### config.mk
export PLATFORM = sky130hd
export DESIGN_NAME = mips_mc_controller_flat
export DESIGN_NICKNAME = d
export VERILOG_FILES = /design/src/rtl/mips_mc_controller_pkg.sv /design/src/rtl/mips_mc_controller_if.sv /design/src/rtl/mips_mc_controller_alu_decoder.sv /design/src/rtl/mips_mc_controller.sv /design/src/flat_wrapper.sv
export SDC_FILE = /design/constraint.sdc
export NUM_CORES = 1
export LEC_CHECK = 0
export CORE_UTILIZATION = 50
export CTS_CLUSTER_SIZE = 30
export DETAILED_ROUTE_END_ITERATION = 8
export GPL_TIMING_DRIVEN = 0
export PLACE_DENSITY = 0.84
export SYNTH_ARGS = -nofsm -noshare
export SYNTH_HDL_FRONTEND = slang
export SYNTH_SLANG_ARGS = --single-unit
export TNS_END_PERCENT = 20
### constraint.sdc
create_clock -name clk -period 4.2 [get_ports clk]
set_input_delay 1.05 -clock clk [delete_from_list [all_inputs] [get_ports clk]]
set_output_delay 1.05 -clock clk [all_outputs]
set_load 0.01 [all_outputs]
### src/rtl/mips_mc_controller_pkg.sv
// Shared constants and types for the multicycle MIPS controller:
// opcode/funct codes, ALU select codes, state encoding and the control word.
package mips_mc_controller_pkg;

  localparam int unsigned STATE_W = 4;
  localparam int unsigned ALU_W   = 3;

  localparam logic [5:0] OP_RTYPE = 6'b000000;
  localparam logic [5:0] OP_J     = 6'b000010;
  localparam logic [5:0] OP_BEQ   = 6'b000100;
  localparam logic [5:0] OP_ADDI  = 6'b001000;
  localparam logic [5:0] OP_LW    = 6'b100011;
  localparam logic [5:0] OP_SW    = 6'b101011;

  localparam logic [5:0] FN_ADD = 6'b100000;
  localparam logic [5:0] FN_SUB = 6'b100010;
  localparam logic [5:0] FN_AND = 6'b100100;
  localparam logic [5:0] FN_OR  = 6'b100101;
  localparam logic [5:0] FN_SLT = 6'b101010;
  localparam logic [5:0] FN_MUL = 6'b011000;

  localparam logic [ALU_W-1:0] ALU_AND = 3'b000;
  localparam logic [ALU_W-1:0] ALU_OR  = 3'b001;
  localparam logic [ALU_W-1:0] ALU_ADD = 3'b010;
  localparam logic [ALU_W-1:0] ALU_SUB = 3'b100;
  localparam logic [ALU_W-1:0] ALU_MUL = 3'b101;
  localparam logic [ALU_W-1:0] ALU_SLT = 3'b110;

  typedef enum logic [STATE_W-1:0] {
    S_FETCH   = 4'd0,
    S_DECODE  = 4'd1,
    S_MEMADR  = 4'd2,
    S_MEMRD   = 4'd3,
    S_MEMWB   = 4'd4,
    S_MEMWR   = 4'd5,
    S_RTYPEEX = 4'd6,
    S_RTYPEWB = 4'd7,
    S_BEQEX   = 4'd8,
    S_ADDIEX  = 4'd9,
    S_ADDIWB  = 4'd10,
    S_JEX     = 4'd11
  } state_e;

  // Datapath control word decoded from the current state.
  typedef struct packed {
    logic             iord;
    logic             mem_write;
    logic             ir_write;
    logic             reg_dst;
    logic             mem_to_reg;
    logic             reg_write;
    logic             alu_src_a;
    logic [1:0]       alu_src_b;
    logic [1:0]       pc_src;
    logic [ALU_W-1:0] alu_sel;
    logic             pc_write;
    logic             branch;
  } ctrl_t;

endpackage

### src/rtl/mips_mc_controller_if.sv
// Controller <-> datapath signal bundle; master is the datapath side, slave the controller.
interface mips_mc_controller_if #(
  parameter int unsigned CNT_W = 32
);
  logic [5:0]       opcode;
  logic [5:0]       funct;
  logic             zero;
  logic             mem_ready;
  logic             iord;
  logic             mem_write;
  logic             ir_write;
  logic             reg_dst;
  logic             mem_to_reg;
  logic             reg_write;
  logic             alu_src_a;
  logic [1:0]       alu_src_b;
  logic [1:0]       pc_src;
  logic [2:0]       alu_sel;
  logic             pc_en;
  logic             illegal;
  logic [CNT_W-1:0] instr_count;
  logic [3:0]       state_o;

  modport master (
    output opcode, funct, zero, mem_ready,
    input  iord, mem_write, ir_write, reg_dst, mem_to_reg, reg_write, alu_src_a,
           alu_src_b, pc_src, alu_sel, pc_en, illegal, instr_count, state_o
  );

  modport slave (
    input  opcode, funct, zero, mem_ready,
    output iord, mem_write, ir_write, reg_dst, mem_to_reg, reg_write, alu_src_a,
           alu_src_b, pc_src, alu_sel, pc_en, illegal, instr_count, state_o
  );
endinterface

### src/rtl/mips_mc_controller_alu_decoder.sv
// Combinational R-type funct -> ALU select decode with unsupported-funct flag.
module mips_mc_controller_alu_decoder
  import mips_mc_controller_pkg::*;
(
  input  logic [5:0]       funct_i,
  output logic [ALU_W-1:0] alu_sel_o,
  output logic             funct_illegal_o
);

  always_comb begin
    alu_sel_o       = ALU_AND;
    funct_illegal_o = 1'b0;
    case (funct_i)
      FN_ADD:  alu_sel_o = ALU_ADD;
      FN_SUB:  alu_sel_o = ALU_SUB;
      FN_AND:  alu_sel_o = ALU_AND;
      FN_OR:   alu_sel_o = ALU_OR;
      FN_SLT:  alu_sel_o = ALU_SLT;
      FN_MUL:  alu_sel_o = ALU_MUL;
      default: funct_illegal_o = 1'b1;
    endcase
  end

endmodule

### src/rtl/mips_mc_controller.sv
// Multicycle MIPS control FSM: sequences lw/sw/R-type/beq/addi/j, drives the
// datapath controls and counts retired instructions.
module mips_mc_controller
  import mips_mc_controller_pkg::*;
#(
  parameter int unsigned CNT_W = 32
) (
  input  logic                  clk,
  input  logic                  rst_n,
  mips_mc_controller_if.slave   bus
);

  state_e           state_q, state_d;
  logic [CNT_W-1:0] cnt_q, cnt_d;
  ctrl_t            ctrl_c;
  logic             retire_c;
  logic             illegal_c;
  logic [ALU_W-1:0] dec_sel;
  logic             dec_illegal;

  mips_mc_controller_alu_decoder u_alu_dec (
    .funct_i         (bus.funct),
    .alu_sel_o       (dec_sel),
    .funct_illegal_o (dec_illegal)
  );

  always_ff @(posedge clk or negedge rst_n) begin
    if (!rst_n) begin
      state_q <= S_FETCH;
      cnt_q   <= '0;
    end else begin
      state_q <= state_d;
      cnt_q   <= cnt_d;
    end
  end

  // Next state and Moore control word; retire_c marks a completed instruction.
  always_comb begin
    state_d   = state_q;
    ctrl_c    = '0;
    retire_c  = 1'b0;
    illegal_c = 1'b0;
    case (state_q)
      S_FETCH: begin
        ctrl_c.alu_src_b = 2'b01;
        ctrl_c.alu_sel   = ALU_ADD;
        if (bus.mem_ready) begin
          ctrl_c.ir_write = 1'b1;
          ctrl_c.pc_write = 1'b1;
          state_d         = S_DECODE;
        end
      end
      S_DECODE: begin
        ctrl_c.alu_src_b = 2'b11;
        ctrl_c.alu_sel   = ALU_ADD;
        case (bus.opcode)
          OP_LW, OP_SW: state_d = S_MEMADR;
          OP_RTYPE:     state_d = S_RTYPEEX;
          OP_BEQ:       state_d = S_BEQEX;
          OP_ADDI:      state_d = S_ADDIEX;
          OP_J:         state_d = S_JEX;
          default: begin
            illegal_c = 1'b1;
            state_d   = S_FETCH;
          end
        endcase
      end
      S_MEMADR: begin
        ctrl_c.alu_src_a = 1'b1;
        ctrl_c.alu_src_b = 2'b10;
        ctrl_c.alu_sel   = ALU_ADD;
        state_d          = (bus.opcode == OP_LW) ? S_MEMRD : S_MEMWR;
      end
      S_MEMRD: begin
        ctrl_c.iord = 1'b1;
        if (bus.mem_ready) state_d = S_MEMWB;
      end
      S_MEMWB: begin
        ctrl_c.mem_to_reg = 1'b1;
        ctrl_c.reg_write  = 1'b1;
        state_d           = S_FETCH;
        retire_c          = 1'b1;
      end
      S_MEMWR: begin
        ctrl_c.iord      = 1'b1;
        ctrl_c.mem_write = 1'b1;
        if (bus.mem_ready) begin
          state_d  = S_FETCH;
          retire_c = 1'b1;
        end
      end
      S_RTYPEEX: begin
        ctrl_c.alu_src_a = 1'b1;
        ctrl_c.alu_sel   = dec_sel;
        if (dec_illegal) begin
          illegal_c = 1'b1;
          state_d   = S_FETCH;
        end else begin
          state_d = S_RTYPEWB;
        end
      end
      S_RTYPEWB: begin
        ctrl_c.reg_dst   = 1'b1;
        ctrl_c.reg_write = 1'b1;
        state_d          = S_FETCH;
        retire_c         = 1'b1;
      end
      S_BEQEX: begin
        ctrl_c.alu_src_a = 1'b1;
        ctrl_c.alu_sel   = ALU_SUB;
        ctrl_c.pc_src    = 2'b01;
        ctrl_c.branch    = 1'b1;
        state_d          = S_FETCH;
        retire_c         = 1'b1;
      end
      S_ADDIEX: begin
        ctrl_c.alu_src_a = 1'b1;
        ctrl_c.alu_src_b = 2'b10;
        ctrl_c.alu_sel   = ALU_ADD;
        state_d          = S_ADDIWB;
      end
      S_ADDIWB: begin
        ctrl_c.reg_write = 1'b1;
        state_d          = S_FETCH;
        retire_c         = 1'b1;
      end
      S_JEX: begin
        ctrl_c.pc_src   = 2'b10;
        ctrl_c.pc_write = 1'b1;
        state_d         = S_FETCH;
        retire_c        = 1'b1;
      end
      default: state_d = S_FETCH;
    endcase
  end

  always_comb begin
    cnt_d = cnt_q;
    if (retire_c) cnt_d = cnt_q + CNT_W'(1);
  end

  // Enables are qualified by rst_n so strobes drop the moment reset asserts.
  assign bus.iord        = ctrl_c.iord;
  assign bus.mem_write   = ctrl_c.mem_write & rst_n;
  assign bus.ir_write    = ctrl_c.ir_write & rst_n;
  assign bus.reg_write   = ctrl_c.reg_write & rst_n;
  assign bus.pc_en       = (ctrl_c.pc_write | (ctrl_c.branch & bus.zero)) & rst_n;
  assign bus.reg_dst     = ctrl_c.reg_dst;
  assign bus.mem_to_reg  = ctrl_c.mem_to_reg;
  assign bus.alu_src_a   = ctrl_c.alu_src_a;
  assign bus.alu_src_b   = ctrl_c.alu_src_b;
  assign bus.pc_src      = ctrl_c.pc_src;
  assign bus.alu_sel     = ctrl_c.alu_sel;
  assign bus.illegal     = illegal_c & rst_n;
  assign bus.instr_count = cnt_q;
  assign bus.state_o     = state_q;

endmodule

### src/flat_wrapper.sv
// flat-port wrapper written by rule: the top's interface ports become plain ports
module mips_mc_controller_flat import mips_mc_controller_pkg::*;
#(
  parameter int unsigned CNT_W = 32
)
  (clk, rst_n, bus_opcode, bus_funct, bus_zero, bus_mem_ready, bus_iord, bus_mem_write, bus_ir_write, bus_reg_dst, bus_mem_to_reg, bus_reg_write, bus_alu_src_a, bus_alu_src_b, bus_pc_src, bus_alu_sel, bus_pc_en, bus_illegal, bus_instr_count, bus_state_o);
  mips_mc_controller_if #(.CNT_W(CNT_W)) bus_i ();
  input  logic clk;
  input  logic rst_n;
  input wire logic [$bits(bus_i.opcode)-1:0] bus_opcode;
  input wire logic [$bits(bus_i.funct)-1:0] bus_funct;
  input wire logic [$bits(bus_i.zero)-1:0] bus_zero;
  input wire logic [$bits(bus_i.mem_ready)-1:0] bus_mem_ready;
  output wire logic [$bits(bus_i.iord)-1:0] bus_iord;
  output wire logic [$bits(bus_i.mem_write)-1:0] bus_mem_write;
  output wire logic [$bits(bus_i.ir_write)-1:0] bus_ir_write;
  output wire logic [$bits(bus_i.reg_dst)-1:0] bus_reg_dst;
  output wire logic [$bits(bus_i.mem_to_reg)-1:0] bus_mem_to_reg;
  output wire logic [$bits(bus_i.reg_write)-1:0] bus_reg_write;
  output wire logic [$bits(bus_i.alu_src_a)-1:0] bus_alu_src_a;
  output wire logic [$bits(bus_i.alu_src_b)-1:0] bus_alu_src_b;
  output wire logic [$bits(bus_i.pc_src)-1:0] bus_pc_src;
  output wire logic [$bits(bus_i.alu_sel)-1:0] bus_alu_sel;
  output wire logic [$bits(bus_i.pc_en)-1:0] bus_pc_en;
  output wire logic [$bits(bus_i.illegal)-1:0] bus_illegal;
  output wire logic [$bits(bus_i.instr_count)-1:0] bus_instr_count;
  output wire logic [$bits(bus_i.state_o)-1:0] bus_state_o;
  assign bus_i.opcode = bus_opcode;
  assign bus_i.funct = bus_funct;
  assign bus_i.zero = bus_zero;
  assign bus_i.mem_ready = bus_mem_ready;
  assign bus_iord = bus_i.iord;
  assign bus_mem_write = bus_i.mem_write;
  assign bus_ir_write = bus_i.ir_write;
  assign bus_reg_dst = bus_i.reg_dst;
  assign bus_mem_to_reg = bus_i.mem_to_reg;
  assign bus_reg_write = bus_i.reg_write;
  assign bus_alu_src_a = bus_i.alu_src_a;
  assign bus_alu_src_b = bus_i.alu_src_b;
  assign bus_pc_src = bus_i.pc_src;
  assign bus_alu_sel = bus_i.alu_sel;
  assign bus_pc_en = bus_i.pc_en;
  assign bus_illegal = bus_i.illegal;
  assign bus_instr_count = bus_i.instr_count;
  assign bus_state_o = bus_i.state_o;
  mips_mc_controller #(.CNT_W(CNT_W)) u_core (.clk(clk), .rst_n(rst_n), .bus(bus_i));
endmodule
==> Word level (Yosys, flattened, before mapping) <==
Cells that the tools add are included.
{ "word_totals": {"output_inout_bits": 52, "word_cells": 72, "input_bits": 16, "register_bits": 36} }
{ "classes": {"mux": 25, "addsub": 1, "n_reduce_logical": 12, "n_bitwise": 7, "n_eq_ne": 25} }
{ "op_table": {"columns": ["cell", "count"], "rows": [
  ["6-bit == test, second input constant", 7],
  ["32-bit by 1-bit adder with 32-bit output, second input constant", 1],
  ["4-bit one-hot mux with 7 select lines", 1],
  ["4-bit one-hot mux with 5 select lines", 1],
  ["4-bit by 3-bit == test with 1-bit output, second input constant", 4],
  ["4-bit == test, second input constant", 4],
  ["3-bit one-hot mux with 5 select lines", 1],
  ["4-bit 2-to-1 mux", 3],
  ["6-bit OR reduction", 2],
  ["1-bit 2-to-1 mux", 11],
  ["3-bit one-hot mux with 3 select lines", 1],
  ["4-bit by 2-bit == test with 1-bit output, second input constant", 2],
  ["4-bit OR reduction", 2],
  ["1-bit bitwise AND", 6],
  ["6-bit by 2-bit == test with 1-bit output, second input constant", 1],
  ["6-bit by 3-bit == test with 1-bit output, second input constant", 1],
  ["6-bit by 4-bit == test with 1-bit output, second input constant", 1],
  ["6-bit by 5-bit == test with 1-bit output, second input constant", 1],
  ["6-bit zero test", 1],
  ["3-bit 2-to-1 mux", 2],
  ["2-bit inequality test, second input constant", 3],
  ["1-bit one-hot mux with 2 select lines", 3],
  ["2-bit one-hot mux with 3 select lines", 1],
  ["2-bit OR reduction", 3],
  ["other kinds (7)", 7]
]} }

==> Depth between registers and ports, before layout <==
Gate-level depths: netlist (run 1).
{ "depth": {"ltp_word": 5, "mapped_depth": 6, "ltp_nobuf": 6} }

==> Modules after synthesis <==
From an unflattened synthesis (run 1), not the netlist that was laid out.
{ "unflattened": {"hier_cells": 237, "area_unflattened_um2": 2208.4} }
{ "by_module_without_submodules": {"columns": ["module", "instances", "area_each_um2", "cells_per_inst"], "rows": [
  ["mips_mc_controller", 1, 2097.0, 221],
  ["mips_mc_controller_alu_decoder", 1, 111.4, 16]
]} }

==> Worst setup path before layout (run 1) <==
No wires, ideal clock.
{ "synth_path": {"path_kind": "input-to-output", "start": "in bus_funct[5]", "end": "out bus_alu_sel[0]", "stages": 4, "path_buffers": 0, "required_time_ps": 3150, "t_arrival_ps": 1838, "path_slack_ps": 1312, "path_cell_list": "nand3b_1 nor3_1 a31oi_1 nor4_1"} }
{ "synth_between": {"elab_chain_len": 3, "elab_cells_between_ends": 7, "classes_between": "5 x eq/ne; 2 x mux"} }
{ "synth_lines": {"columns": ["item", "line", "rtl"], "rows": [
  ["start: declaration", "flat_wrapper.sv:11", "input wire logic [$bits(bus_i.funct)-1:0] bus_funct;"],
  ["6-bit by 5-bit == test with 1-bit output or 6-bit == test (tied branches)", "mips_mc_controller_alu_decoder.sv:13", "case (funct_i)"],
  ["3-bit one-hot mux with 5 select lines *", "mips_mc_controller_alu_decoder.sv:13", null],
  ["3-bit one-hot mux with 3 select lines *", "mips_mc_controller.sv:43", "case (state_q)"],
  ["end: declaration", "flat_wrapper.sv:23", "output wire logic [$bits(bus_i.alu_sel)-1:0] bus_alu_sel;"]
]} }
Mark *: on every way between the ends. The rest lies on a longest branch, timed or not.

==> Final worst setup path (run 1) <==
{ "layout_path": {"start": "in bus_funct[4]", "end": "out bus_illegal"} }
{ "layout_between": {"elab_chain_len": 5, "elab_cells_between_ends": 10, "classes_between": "6 x eq/ne; 2 x mux; 1 x bitwise; 1 x reduce/logical"} }
{ "layout_lines": {"columns": ["item", "line", "rtl"], "rows": [
  ["6-bit by 5-bit == test with 1-bit output or 6-bit == test (tied branches)", "mips_mc_controller_alu_decoder.sv:13", null],
  ["6-bit OR reduction (no source line) *", null, null],
  ["1-bit 2-to-1 mux *", "mips_mc_controller.sv:95", "if (dec_illegal) begin"],
  ["1-bit one-hot mux with 2 select lines *", "mips_mc_controller.sv:43", null],
  ["1-bit bitwise AND *", "mips_mc_controller.sv:154", "assign bus.illegal = illegal_c & rst_n;"],
  ["end: declaration", "flat_wrapper.sv:25", "output wire logic [$bits(bus_i.illegal)-1:0] bus_illegal;"]
]} }
Marks and branches as above.

==> results by group, run 1 <==
Detailed routing
  – Final wirelength: 5.42 mm
  – Antenna viol nets, final: 0
  – Drt pass-1 iters: 4
  – Wire per inst: 15.0 um
  – DRC errors left: 0
  – Iteration-0 DRC Markers: 144
  – Via count: 2,042
  – Vias per cell: 5.64

Worst setup path
  – Cell Chain, Critical Path: clkdlybuf4s50_1, nand2b_1, o22ai_1, a211oi_1, a31o_2, clkdlybuf4s50_1
  – Bufs and invs on worst path: 2
  – Crit Path Max Fanout: 4
  – Critical Path End Type: primary output
  – Critical path's largest stage delay: 540 ps
  – CP max-delay cell: clkdlybuf4s50_1
  – Delay-heaviest family, CP: buffers and inverters
  – Worst endpoint required time: 3150 ps
  – CP Launch Type: primary input
  – Crit path top cell by count: clkdlybuf4s50_1
  – Critical path class: in -> out
  – Worst EP arrival: 3030 ps

Die
  – Die ar.: 4630 um2
  – Die Wd: 68.1 um
  – Starting density of the core: 53.4%
  – Die Y: 68.1 um
  – # rows: 23
  – I/O pins: 68
  – Placeable Area: 4090 um2

Yosys
  – Synth area leader: dfrtp_1
  – Post-Synth XOR/XNOR Area: 13.6%
  – Synth top area share: 41.3%
  – Ys Warns: 0
  – Mux cell area share after synthesis: 0.516%
  – Avg Synthesized Cell Area: 9.21 um2
  – Synthesized instance count: 237
  – Register area share after synthesis: 41.3%
  – Synth top area cells: dfrtp_1 (41%), xor2_1 (7.6%), xnor2_1 (6.0%), nand2_1 (4.0%), nor2_1 (3.8%)
  – Post-Syn Area: 2180 um2
  – Synthesized Nets: 254
  – Number of synthesized register bits: 36
  – Simple-gate share of the synthesized area: 32.8%
  – Largest family of logic cells by synthesized area: simple AND/OR/NAND/NOR gates
  – Synth cell types: 47
  – Post-synthesis compound-gate area fraction: 9.40%
  – Synth Area in Adders: 0.573%

Global route
  – GR Util met2: 40.1%
  – GRT met3 Usage: 4.83%
  – Largest net degree at the start of global routing: 43
  – Initial antenna violation count: 0
  – Routing usage on met1: 33.2%
  – First-pass GRT wire length: 8.51 mm
  – Gr ovfl total: 0
  – Gr busiest metal: met2
  – Vias in the first global route: 1,845
  – GRT Overall Usage: 24.8%

STA
  – Setup violations, final: 0
  – Period utilisation layout: 97.1%
  – Max-slew headroom: 42.2%
  – Count of final hold-check violations: 0
  – Final-report max-slew violation count: 0
  – Worst-Margin Slew: 867 ps
  – Setup Skew: 3.30 ps
  – Max Fclk: 245 MHz
  – Setup ws final: 121 ps
  – Tmin final: 4080 ps
  – RSZ-0062 raised after global routing: no

Clock tree
  – Hold-fix buffers, CTS: 0
  – CTS Root Cell: clkbuf_8
  – CTS resizes: 0
  – H-tree depth: 2
  – Clock slew at reported path FFs: 60 ps
  – Post-CTS Setup Repair Bufs: 0
  – CTS sink cnt: 36
  – Worst skew pair latency: 280 ps
  – Total CTS buffers: 5
  – Clock buffer depth: 2
  – TritonCTS clock tree: done

Placed design
  – Setup WS pre-CTS: 147 ps
  – Dpl cells: 354
  – Area after DPL: 2910 um2
  – Hpwl dp: 4.08 mm
  – RePlAce Congestion: 0.950
  – Port Buffer Count: 67

Final layout
  – N_diodes: 0
  – Fin util: 73.4%
  – Synthesis-to-finish area growth: 37.5%
  – Most frequent cells in the layout: clkdlybuf4s50_1 (66), dfrtp_1 (36), nand2_1 (23)
  – Fillers: 320
  – Design area: 3000 um2
  – Layout cell share with drive strength beyond 1: 7.69%
  – Layout net count: 328
  – Fin cells: 362
  – Most common cell after layout, fill and taps aside: clkdlybuf4s50_1

Outcome
  – Run status: completed

Run
  – Max-cap violation count: 0

Pwr
  – Total power draw: 0.000838 W
  – Internal power: 0.000603 W
  – Static leakage: 1.28 nW
  – Gate power share: 23.5%
  – Peak VDD IR: 0.000224 V
  – P per Cell Area: 279 nW/um2
  – Switch share: 28.1%
  – Switching pwr: 0.000235 W
  – Flop pwr share: 46.8%
  – Clk pwr share: 29.7%

Hold path
  – Hold Crit Class: reg -> reg
-- metal layers --
metal  vias to the layer above  wire length (um)  part of all wire (%)
met5                         -                 0                     0
met4                         0                38                  0.70
met3                         4               268                   4.9
met2                        58              2640                    49
met1                       976              2480                    46
li1                       1004                 -                     -
-- power groups by stage --
stage	Sequential [W]	Combinational [W]	Clock, W
final	0.000392	0.000197	0.000249
after global routing	0.000395	0.000215	0.000270
after CTS	0.000392	0.000197	0.000255
after detailed placement	0.000397	0.000196	0
after global placement	0.000397	0.000194	0
after floorplan	0.000402	0.0000862	0
-- cells in the mapped netlist (all sizes together) --
cell type / count
dfrtp: 36
nand2: 25
nor2: 22
xor2: 19
nor3: 16
xnor2: 15
nand3: 12
nor4: 12
nand4: 9
nand2b: 8
a21oi: 6
o21ai: 6
and3: 5
clkbuf: 5
inv: 5
nor2b: 5
a31o: 3
and4: 3
o22ai: 3
a21boi: 2
a31oi: 2
nand3b: 2
nor4b: 2
a211oi: 1
a21o: 1
a221oi: 1
and2: 1
and2b: 1
ha: 1
mux2: 1
nor3b: 1
o211ai: 1
o311ai: 1
o31a: 1
o31ai: 1
or3: 1
or4: 1
-- worst register-to-register path: stages (launching register included) --
cell and delay (ps):
dfrtp_1 410, ha_1 230, nand4_2 270, nor4_1 260, nand4_1 280, nor2_1 200
xor2_1 170
-- flip-flops by register name, indices dropped and copies added (netlist names) --
register                flops
u_core.bus.instr_count     32
u_core.bus.state_o          4
-- layout make-up --
| class | instances | area, um2 | area share (%) |
|---|---|---|---|
| Inverter | 5 | 18.8 | 0.626 |
| Multi-Input combinational cell | 191 | 1240 | 41.4 |
| Clock buffer | 8 | 90.1 | 3.00 |
| Sequential cell | 36 | 901 | 30.0 |
| Buffer | 5 | 20.0 | 0.667 |
| Timing Repair Buffer | 67 | 666 | 22.2 |
| Tap cell | 50 | 62.6 | 2.09 |
-- final timing paths --
kind,startpoint,to,slack [ps],depth (start not counted)
max in group asynchronous,rst_n,u_core.bus.instr_count[5],2780,1
hold / removal,u_core.bus.instr_count[31],u_core.bus.instr_count[31],470,1
setup / recovery,bus_funct[4],bus_illegal,120,6
hold reg to reg,u_core.bus.instr_count[31],u_core.bus.instr_count[31],470,1
setup reg to reg,u_core.bus.instr_count[0],u_core.bus.instr_count[30],2310,6
min in group asynchronous,rst_n,u_core.bus.instr_count[24],880,1
-- stage by stage --
step	hold slack, ps	setup TNS [ps]
3_3_place_gp	455	-3200
5_1_grt	495	0
2_1_floorplan	504	0
6_report	468	0
3_5_place_dp	460	0
4_1_cts	473	0
-- cell families (layout without fill, tap and decap cells) --
family | after synthesis | after routing
adders and majority gates | 1 | 1
and+or+nand+nor | 126 | 126
muxes | 1 | 1
xor gates and xnor gates | 34 | 34
DFF | 36 | 36
AOI/OAI and AO/OA | 29 | 29
buffers and inverters | 10 | 85
No activity file was read; power rests on OpenSTA's default activity.
==> inputs of run 2 (changes only) <==
GPL_TIMING_DRIVEN = not set   (was 0)
==> results by group, run 2 (synthesis gave the netlist of run 1 again) <==
Outcome
  – Run status: completed (unchanged)

Worst setup path
  – Worst EP arrival: 3050 ps (was 3030 ps)
  – Crit path top cell by count: clkdlybuf4s50_1 (unchanged)
  – RR Endpoint: u_core.bus.instr_count[31] (was u_core.bus.instr_count[30])
  – Worst endpoint required time: 3150 ps (about the same)
  – Worst r2r path cells: 5 (was 6)
  – Crit Path Max Fanout: 4 (unchanged)
  – Delay-heaviest family, CP: buffers and inverters (unchanged)
  – CP Launch Type: primary input (unchanged)
  – Critical path endpoint: bus_illegal (unchanged)
  – Bufs and invs on worst path: 2 (unchanged)
  – Cell Chain, Critical Path: clkdlybuf4s50_1, nand2b_1, o22ai_1, a211oi_1, a31o_2, clkdlybuf4s50_1 (unchanged)
  – Critical path's largest stage delay: 540 ps (about the same)
  – Worst path depth: 6 (unchanged)
  – Reg2reg start: u_core.bus.state_o[2] (was u_core.bus.instr_count[0])
  – Critical path class: in -> out (unchanged)
  – Critical Path End Type: primary output (unchanged)
  – Worst reg-to-reg setup slack: 2200 ps (was 2310 ps)
  – Critical Path Start: bus_funct[4] (unchanged)
  – CP max-delay cell: clkdlybuf4s50_1 (unchanged)

Clock tree
  – CTS sink cnt: 36 (unchanged)
  – H-tree depth: 2 (unchanged)
  – TritonCTS clock tree: done (unchanged)
  – Hold-fix buffers, CTS: 0 (unchanged)
  – Total CTS buffers: 5 (unchanged)
  – CTS resizes: 0 (unchanged)
  – Clock slew at reported path FFs: 70 ps (was 60 ps)
  – Worst skew pair latency: 290 ps (was 280 ps)
  – Post-CTS Setup Repair Bufs: 0 (unchanged)
  – Clock buffer depth: 2 (unchanged)
  – CTS Root Cell: clkbuf_8 (unchanged)

Final layout
  – Fillers: 301 (was 320)
  – Layout cell share with drive strength beyond 1: 8.12% (was 7.69%)
  – Most common cell after layout, fill and taps aside: clkdlybuf4s50_1 (unchanged)
  – Most frequent cells in the layout: clkdlybuf4s50_1 (66), dfrtp_1 (36), nand2_1 (23) (unchanged)
  – Synthesis-to-finish area growth: 37.1% (was 37.5%)
  – N_diodes: 0 (unchanged)
  – Layout net count: 324 (was 328)
  – Largest register FFs: 32 (unchanged)
  – Design area: 2990 um2 (was 3000 um2)

Global route
  – Initial antenna violation count: 0 (unchanged)
  – GRT Overall Usage: 25.3% (was 24.8%)
  – Vias in the first global route: 1,841 (was 1,845)
  – Largest net degree at the start of global routing: 38 (was 43)
  – First-pass GRT wire length: 8.65 mm (was 8.51 mm)
  – Gr ovfl total: 0 (unchanged)

STA
  – Period utilisation layout: 97.7% (was 97.1%)
  – TNS Setup: 0 ps (unchanged)
  – Hold Slack: 469 ps (was 468 ps)
  – Max-slew headroom: 62.3% (was 42.2%)
  – Worst-Margin Slew: 566 ps (was 867 ps)
  – Setup Skew: 7.95 ps (was 3.30 ps)
  – Final-report max-slew violation count: 0 (unchanged)
  – Setup violations, final: 0 (unchanged)
  – Count of final hold-check violations: 0 (unchanged)
  – Tmin final: 4100 ps (was 4080 ps)
  – RSZ-0062 raised after global routing: no (unchanged)
  – Max Fclk: 244 MHz (was 245 MHz)

Detailed routing
  – Via count: 2,040 (was 2,042)
  – Drt pass-1 iters: 4 (unchanged)
  – Final wirelength: 5.38 mm (was 5.42 mm)
  – Antenna viol nets, final: 0 (unchanged)
  – Wire per inst: 15.0 um (about the same)
  – Iteration-0 DRC Markers: 116 (was 144)
  – DRC errors left: 0 (unchanged)
  – Vias per cell: 5.70 (was 5.64)

Die
  – Starting density of the core: 53.4% (unchanged)
  – I/O pins: 68 (unchanged)
  – Die Wd: 68.1 um (unchanged)
  – Die ar.: 4630 um2 (unchanged)
  – # rows: 23 (unchanged)
  – Die Y: 68.1 um (unchanged)
  – Placeable Area: 4090 um2 (unchanged)

Placed design
  – Port Buffer Count: 67 (unchanged)
  – Hpwl dp: 4.03 mm (was 4.08 mm)
  – Area after DPL: 2900 um2 (was 2910 um2)
  – RePlAce Congestion: 0.907 (was 0.950)

Pwr
  – Peak VDD IR: 0.000253 V (was 0.000224 V)
  – P per Cell Area: 282 nW/um2 (was 279 nW/um2)
  – Static leakage: 1.28 nW (about the same)

Hold path
  – Hold Crit Class: reg -> reg (unchanged)

Run
  – Max-cap violation count: 0 (unchanged)
## run 2: cell types whose count changed in the layout (fill, tap and decap cells not counted), sizes merged
cell	change
clkbuf	-6
buf	+1
clkinvlp	+1
## run 2: final cells by class
type                    instances  area [um2]  area share, %
clock buffers                   7        86.3           2.89
clock inverters                 1        7.51          0.251
inverters                       5        18.8          0.627
multi-input cells             191        1240           41.5
flip-flops and latches         36         901           30.1
well taps                      50        62.6           2.09
repair buffers                 68         673           22.5
## run 2: per-stage QoR
step,worst slack (ps),total power (W),util [%],instances
2_1_floorplan,1310,0.000488,-,237
3_3_place_gp,252,0.000590,70.9,350
3_5_place_dp,124,0.000596,70.9,350
4_1_cts,119,0.000848,73.2,358
5_1_grt,24.5,0.000880,73.2,358
6_report,95.2,0.000844,73.2,358
## run 2: per-layer routing
metal	share of wire [%]	track usage, %
met5	0	0
met4	1.0	9.38
met3	6.2	5.67
met1	45	32.3
met2	48	41.4
## run 2: how the worst min path moves through the flow
stage                               start                          to  slack [ps]  cells past startpoint
2_1_floorplan  u_core.bus.instr_count[31]  u_core.bus.instr_count[31]         500                      1
3_3_place_gp   u_core.bus.instr_count[31]  u_core.bus.instr_count[31]         450                      1
3_5_place_dp   u_core.bus.instr_count[31]  u_core.bus.instr_count[31]         460                      1
4_1_cts        u_core.bus.instr_count[31]  u_core.bus.instr_count[31]         470                      1
5_1_grt        u_core.bus.instr_count[31]  u_core.bus.instr_count[31]         500                      1
6_report       u_core.bus.instr_count[31]  u_core.bus.instr_count[31]         470                      1
## run 2: report_power, final
part	leakage [nW]	switching [W]	internal, W
combinational	0.762	0.0000874	0.000103
clock	0.0445	0.000121	0.000133
sequential	0.470	0.0000342	0.000365
